`src/rtl/alu_sched.sv`:
```
// alu_sched: two-requester round-robin scheduler in front of a shared
// combinational 4-bit ALU. Operands are launched from flops so the ALU inputs
// never glitch. The result is sampled after a programmable settle window and
// returned as a tagged response with valid/ready backpressure.
//
// Ports
//   clk, rst                 system clock, async active-high reset
//   r0_* / r1_*              requester channels (valid/ready, a, b, op)
//   resp_*                   response channel (valid/ready, id, c, ovf)
//   alu_a/alu_b/alu_ctrl*    registered drive into the external ALU
//   alu_c/alu_ovf            external ALU result
//   busy                     high whenever the FSM is not in IDLE
//
// State    | meaning
// ---------+---------------------------------------------------------------
// IDLE     | waiting for a request; grant is combinational
// SETTLE   | operands launched; counting down until the ALU output is stable
// RESP     | captured result presented; waiting for resp_ready
module alu_sched #(
  parameter int WIDTH         = 4,
  parameter int SETTLE_CYCLES = 2
) (
  input  logic             clk,
  input  logic             rst,
  input  logic             r0_valid,
  output logic             r0_ready,
  input  logic [WIDTH-1:0] r0_a,
  input  logic [WIDTH-1:0] r0_b,
  input  logic [1:0]       r0_op,
  input  logic             r1_valid,
  output logic             r1_ready,
  input  logic [WIDTH-1:0] r1_a,
  input  logic [WIDTH-1:0] r1_b,
  input  logic [1:0]       r1_op,
  output logic             resp_valid,
  input  logic             resp_ready,
  output logic             resp_id,
  output logic [WIDTH-1:0] resp_c,
  output logic             resp_ovf,
  output logic [WIDTH-1:0] alu_a,
  output logic [WIDTH-1:0] alu_b,
  output logic             alu_ctrl0,
  output logic             alu_ctrl1,
  input  logic [WIDTH-1:0] alu_c,
  input  logic             alu_ovf,
  output logic             busy
);

  typedef enum logic [1:0] {IDLE, SETTLE, RESP} state_t;

  localparam logic [3:0] CNT_LOAD = 4'(SETTLE_CYCLES - 1);

  state_t           state_q, state_d;
  logic             ptr_q, ptr_d;
  logic [3:0]       cnt_q, cnt_d;
  logic             id_q, id_d;
  logic             resp_valid_q, resp_valid_d;
  logic             resp_id_q, resp_id_d;
  logic [WIDTH-1:0] resp_c_q, resp_c_d;
  logic             resp_ovf_q, resp_ovf_d;
  logic [WIDTH-1:0] alu_a_q, alu_a_d;
  logic [WIDTH-1:0] alu_b_q, alu_b_d;
  logic             alu_ctrl0_q, alu_ctrl0_d;
  logic             alu_ctrl1_q, alu_ctrl1_d;

  logic gnt0, gnt1;

  // Pointer only matters on contention; a lone requester always wins.
  assign gnt0 = r0_valid & (~r1_valid | ~ptr_q);
  assign gnt1 = r1_valid & (~r0_valid |  ptr_q);

  always_comb begin
    state_d      = state_q;
    ptr_d        = ptr_q;
    cnt_d        = cnt_q;
    id_d         = id_q;
    resp_valid_d = resp_valid_q;
    resp_id_d    = resp_id_q;
    resp_c_d     = resp_c_q;
    resp_ovf_d   = resp_ovf_q;
    alu_a_d      = alu_a_q;
    alu_b_d      = alu_b_q;
    alu_ctrl0_d  = alu_ctrl0_q;
    alu_ctrl1_d  = alu_ctrl1_q;
    r0_ready     = 1'b0;
    r1_ready     = 1'b0;

    case (state_q)
      IDLE: begin
        r0_ready = gnt0;
        r1_ready = gnt1;
        if (gnt0 | gnt1) begin
          alu_a_d     = gnt1 ? r1_a     : r0_a;
          alu_b_d     = gnt1 ? r1_b     : r0_b;
          alu_ctrl0_d = gnt1 ? r1_op[0] : r0_op[0];
          alu_ctrl1_d = gnt1 ? r1_op[1] : r0_op[1];
          id_d        = gnt1;
          cnt_d       = CNT_LOAD;
          state_d     = SETTLE;
        end
      end
      SETTLE: begin
        if (cnt_q != 4'd0) begin
          cnt_d = cnt_q - 4'd1;
        end else begin
          resp_c_d     = alu_c;
          resp_ovf_d   = alu_ovf;
          resp_id_d    = id_q;
          resp_valid_d = 1'b1;
          state_d      = RESP;
        end
      end
      RESP: begin
        if (resp_ready) begin
          resp_valid_d = 1'b0;
          ptr_d        = ~resp_id_q;
          state_d      = IDLE;
        end
      end
      default: state_d = IDLE;
    endcase
  end

  always_ff @(posedge clk or posedge rst) begin
    if (rst) begin
      state_q      <= IDLE;
      ptr_q        <= 1'b0;
      cnt_q        <= 4'd0;
      id_q         <= 1'b0;
      resp_valid_q <= 1'b0;
      resp_id_q    <= 1'b0;
      resp_c_q     <= '0;
      resp_ovf_q   <= 1'b0;
      alu_a_q      <= '0;
      alu_b_q      <= '0;
      alu_ctrl0_q  <= 1'b0;
      alu_ctrl1_q  <= 1'b0;
    end else begin
      state_q      <= state_d;
      ptr_q        <= ptr_d;
      cnt_q        <= cnt_d;
      id_q         <= id_d;
      resp_valid_q <= resp_valid_d;
      resp_id_q    <= resp_id_d;
      resp_c_q     <= resp_c_d;
      resp_ovf_q   <= resp_ovf_d;
      alu_a_q      <= alu_a_d;
      alu_b_q      <= alu_b_d;
      alu_ctrl0_q  <= alu_ctrl0_d;
      alu_ctrl1_q  <= alu_ctrl1_d;
    end
  end

  assign resp_valid = resp_valid_q;
  assign resp_id    = resp_id_q;
  assign resp_c     = resp_c_q;
  assign resp_ovf   = resp_ovf_q;
  assign alu_a      = alu_a_q;
  assign alu_b      = alu_b_q;
  assign alu_ctrl0  = alu_ctrl0_q;
  assign alu_ctrl1  = alu_ctrl1_q;
  assign busy       = (state_q != IDLE);

endmodule

```
`config.mk`:
```
export PLATFORM = sky130hd
export DESIGN_NAME = alu_sched
export DESIGN_NICKNAME = d
export VERILOG_FILES = /design/src/rtl/alu_sched.sv
export SDC_FILE = /design/constraint.sdc
export NUM_CORES = 1
export LEC_CHECK = 0
export BUFFER_PORTS_ARGS = -buffer_cell sky130_fd_sc_hd__buf_2
export CORE_AREA = 4 4 54 56
export CTS_BUF_LIST = sky130_fd_sc_hd__clkbuf_8
export DETAILED_ROUTE_END_ITERATION = 6
export DIE_AREA = 0 0 58 60
export PLACE_DENSITY = 0.89
export SLEW_MARGIN = 10
export SYNTH_ARGS = -nofsm -noshare
export SYNTH_HDL_FRONTEND = slang
export SYNTH_SLANG_ARGS = --single-unit
```
`constraint.sdc`:
```
create_clock -name clk -period 2.55 [get_ports clk]
set_clock_uncertainty 0.05 [all_clocks]
set_input_delay 0.51 -clock clk [delete_from_list [all_inputs] [get_ports clk]]
set_output_delay 0.51 -clock clk [all_outputs]
set_load 0.05 [all_outputs]
```
==> results by group <==
Critical path
  – Worst endpoint required time: 1.99 ns
  – R2R Path End: alu_b[0]
  – Crit path max fanout: 21
  – Flop-to-flop setup slack: 0.78 ns
  – R2R depth: 3
  – Worst setup EP type: output port
  – FF-to-FF Start: ptr_q
  – Crit Path Category: register to output port
  – CP Launch Type: register
  – Worst EP arrival: 1.82 ns

Synth
  – Synth unique cells: 28
  – Sequential area share after synthesis: 0.512
  – Top cell type by total area after synthesis: dfrtp_1
  – Synth area leaders: dfrtp_1 51%, nand3b_1 6.8%, mux2_2 5.5%
  – Mapped Avg Cell Area: 10.4 um^2
  – Netlist Area Pre-Place: 1220 um^2
  – Syn Nets: 149
  – Gate Count Post-Synth: 117
  – FF+latch count, synth: 25
  – Warnings, synthesis: 0
  – Top cell type's share of synthesized area: 0.512

Power
  – Internal: 1.14 mW
  – Combinational share of power: 0.592
  – Clock share of power: 0.100
  – Reg power frac: 0.308
  – Sw frac: 0.518
  – Psw: 1.22 mW
  – Power density cells: 1530 nW/um^2
  – Leakage: 0.726 nW
  – Worst ir drop on vdd: 0.00108 V

Clock network
  – Root buffer cell: clkbuf_8
  – Worst-Skew Late Latency: 0.27 ns
  – Gates resized, CTS repair: 0
  – Hold-fix buffers at CTS: 0
  – TritonCTS clock tree: yes
  – Clk buf depth: 2
  – Clk slew on worst S/H paths: 0.09 ns
  – Clk sinks: 25
  – Total CTS buffers: 3
  – Post-CTS Setup Bufs: 0
  – Htree depth: 1

Job
  – Max-cap violations: 0

GRT
  – Initial antenna violation count: 0
  – First-pass GRT wire length: 4.64 mm
  – Total GRT Usage: 0.175
  – Pin count of the biggest net entering global routing: 26
  – Grt ovf: 0
  – Number of global-route vias before repair: 1081

Place
  – Port Buffers: 49
  – Setup WS pre-CTS: 0.253 ns
  – HPWL Detailed: 2.21 mm
  – Gp weighted congestion: 0.819

Floorplan
  – # IOs: 50
  – Core area: 2430 um^2
  – Die Wd: 58 um
  – Initial Util: 0.502
  – Die area: 3480 um^2
  – Die Y-Extent: 60 um
  – FP Rows: 18

Route
  – # DRC: 0
  – Top sig layer: met4
  – Initial DRT Pass Iterations: 4
  – Met2 WL: 1.47 mm
  – Met3 WL post-DR: 185 um
  – Vias: 1101
  – Final WL: 2.89 mm
  – WL per Instance: 14.8 um
  – Routed Antenna Nets: 0
  – Vias per cell: 5.65
  – Wl on met1: 1.21 mm
  – Starting DRT DRC Count: 24

Worst hold path
  – Worst min path class: input pin to asynchronous set/reset pin

Final layout
  – Most frequent cells in the layout: 49 x buf_2, 25 x dfrtp_1, 12 x o21ai_0, 12 x a21oi_1, 11 x nand3b_1
  – Layout area overhead: 26.3%
  – # diodes: 0
  – Fraction of layout instances using a drive strength above 1: 0.430
  – Layout Utilization: 0.634
  – Most common cell after layout, fill and taps aside: buf_2
  – Final #Nets: 198

STA
  – Max_slew headroom: 0.339
  – Final TNS setup: 0 ns
  – Fin worst setup slack: 0.174 ns
  – Slew @ Worst Pin: 0.989 ns
  – Final Slew Violations: 0
  – RSZ-0062 raised after global routing: no
  – Hold Vio Cnt, Final: 0
  – Fmax achieved: 421 MHz
  – Min cycle time layout: 2.38 ns
  – Endpoints failing setup: 0
  – Final period utilization: 0.932

Status
  – Run status: completed
-- cells in the mapped netlist --
| master | number |
|---|---|
| nor2_1 | 3 |
| nand2_1 | 4 |
| or2_2 | 1 |
| or3_1 | 1 |
| nor3b_4 | 1 |
| nand3b_1 | 11 |
| a211o_2 | 1 |
| nor2b_1 | 3 |
| nor4b_1 | 1 |
| clkbuf_1 | 6 |
| mux2_2 | 6 |
| nor4_1 | 1 |
| nand2_2 | 1 |
| mux2_4 | 1 |
| a2bb2oi_2 | 1 |
| a221o_2 | 1 |
| nor2_2 | 1 |
| and3_2 | 1 |
| o21ai_0 | 12 |
| a21o_1 | 1 |
| inv_2 | 1 |
| a31oi_1 | 10 |
| nor3_1 | 2 |
| a21oi_1 | 12 |
| dfrtp_1 | 25 |
| nand2b_1 | 2 |
| ha_1 | 2 |
| inv_1 | 5 |
-- power by group through the flow --
stage	Sequential [mW]	Clock (mW)	Combinational [mW]
global route	0.756	0.260	1.48
finish	0.728	0.236	1.40
floorplan	1.18	0	0.614
detailed placement	0.727	0	1.40
global placement	0.716	0	1.35
CTS	0.726	0.246	1.40
-- worst max-delay path, cell delays in order, from the launching register on --
cell and delay [ns]:
dfrtp_1 0.42, nor2b_1 0.78, nor3_2 0.09, buf_2 0.25
-- cell families (layout without fill, tap and decap cells) --
logic type / Yosys count / after routing / share of synthesized area
AO/OA/AOI/OAI: 38 / 38 / 0.185
AND/OR/NAND/NOR: 33 / 33 / 0.177
flip-flops: 25 / 25 / 0.512
buffers and inverters: 12 / 60 / 0.0369
multiplexers: 7 / 7 / 0.0676
adder cells (fa/ha/maj): 2 / 2 / 0.0205
-- how the worst max path moves through the flow --
stage                          start  endpoint  slack, ns  cells past startpoint
after detailed placement    r0_valid  r1_ready       0.25                      4
after global placement      r0_valid  r1_ready       0.36                      4
after global routing           ptr_q  r1_ready       0.02                      3
after floorplan           state_q[1]  r1_ready       0.33                      3
after CTS                      ptr_q  r1_ready       0.17                      3
final                          ptr_q  r1_ready       0.17                      3
-- metal layers --
| metal | global-route usage | up-vias |
|---|---|---|
| li1 | - | 518 |
| met1 | 0.205 | 542 |
| met2 | 0.315 | 38 |
| met3 | 0.0346 | 3 |
| met4 | 0.0662 | 0 |
| met5 | 0 | - |
-- registers in the layout (all words and copies together), names as in the netlist --
name        cells
resp_c          4
resp_ovf        1
ptr_q           1
alu_b           4
resp_valid      1
alu_a           4
alu_ctrl1       1
resp_id         1
alu_ctrl0       1
state_q         2
id_q            1
cnt_q           4
-- per-stage QoR --
stage	hold WS, ns	area (um^2)	power (mW)	instances
floorplan	0.396	1230	1.80	117
global route	0.408	1540	2.50	195
global placement	0.406	1490	2.07	191
finish	0.374	1540	2.36	195
CTS	0.391	1540	2.37	195
detailed placement	0.418	1490	2.13	191
-- area by class of cell --
| cell class | count | area [um^2] |
|---|---|---|
| fill | 198 | 890 |
| sequential | 25 | 626 |
| multi-input combinational | 80 | 556 |
| timing repair buffer | 50 | 253 |
| clock buffer | 3 | 41.3 |
| tap | 30 | 37.5 |
| inverter | 6 | 22.5 |
| clock inverter | 1 | 7.51 |
(Power assumes the default switching activity.)
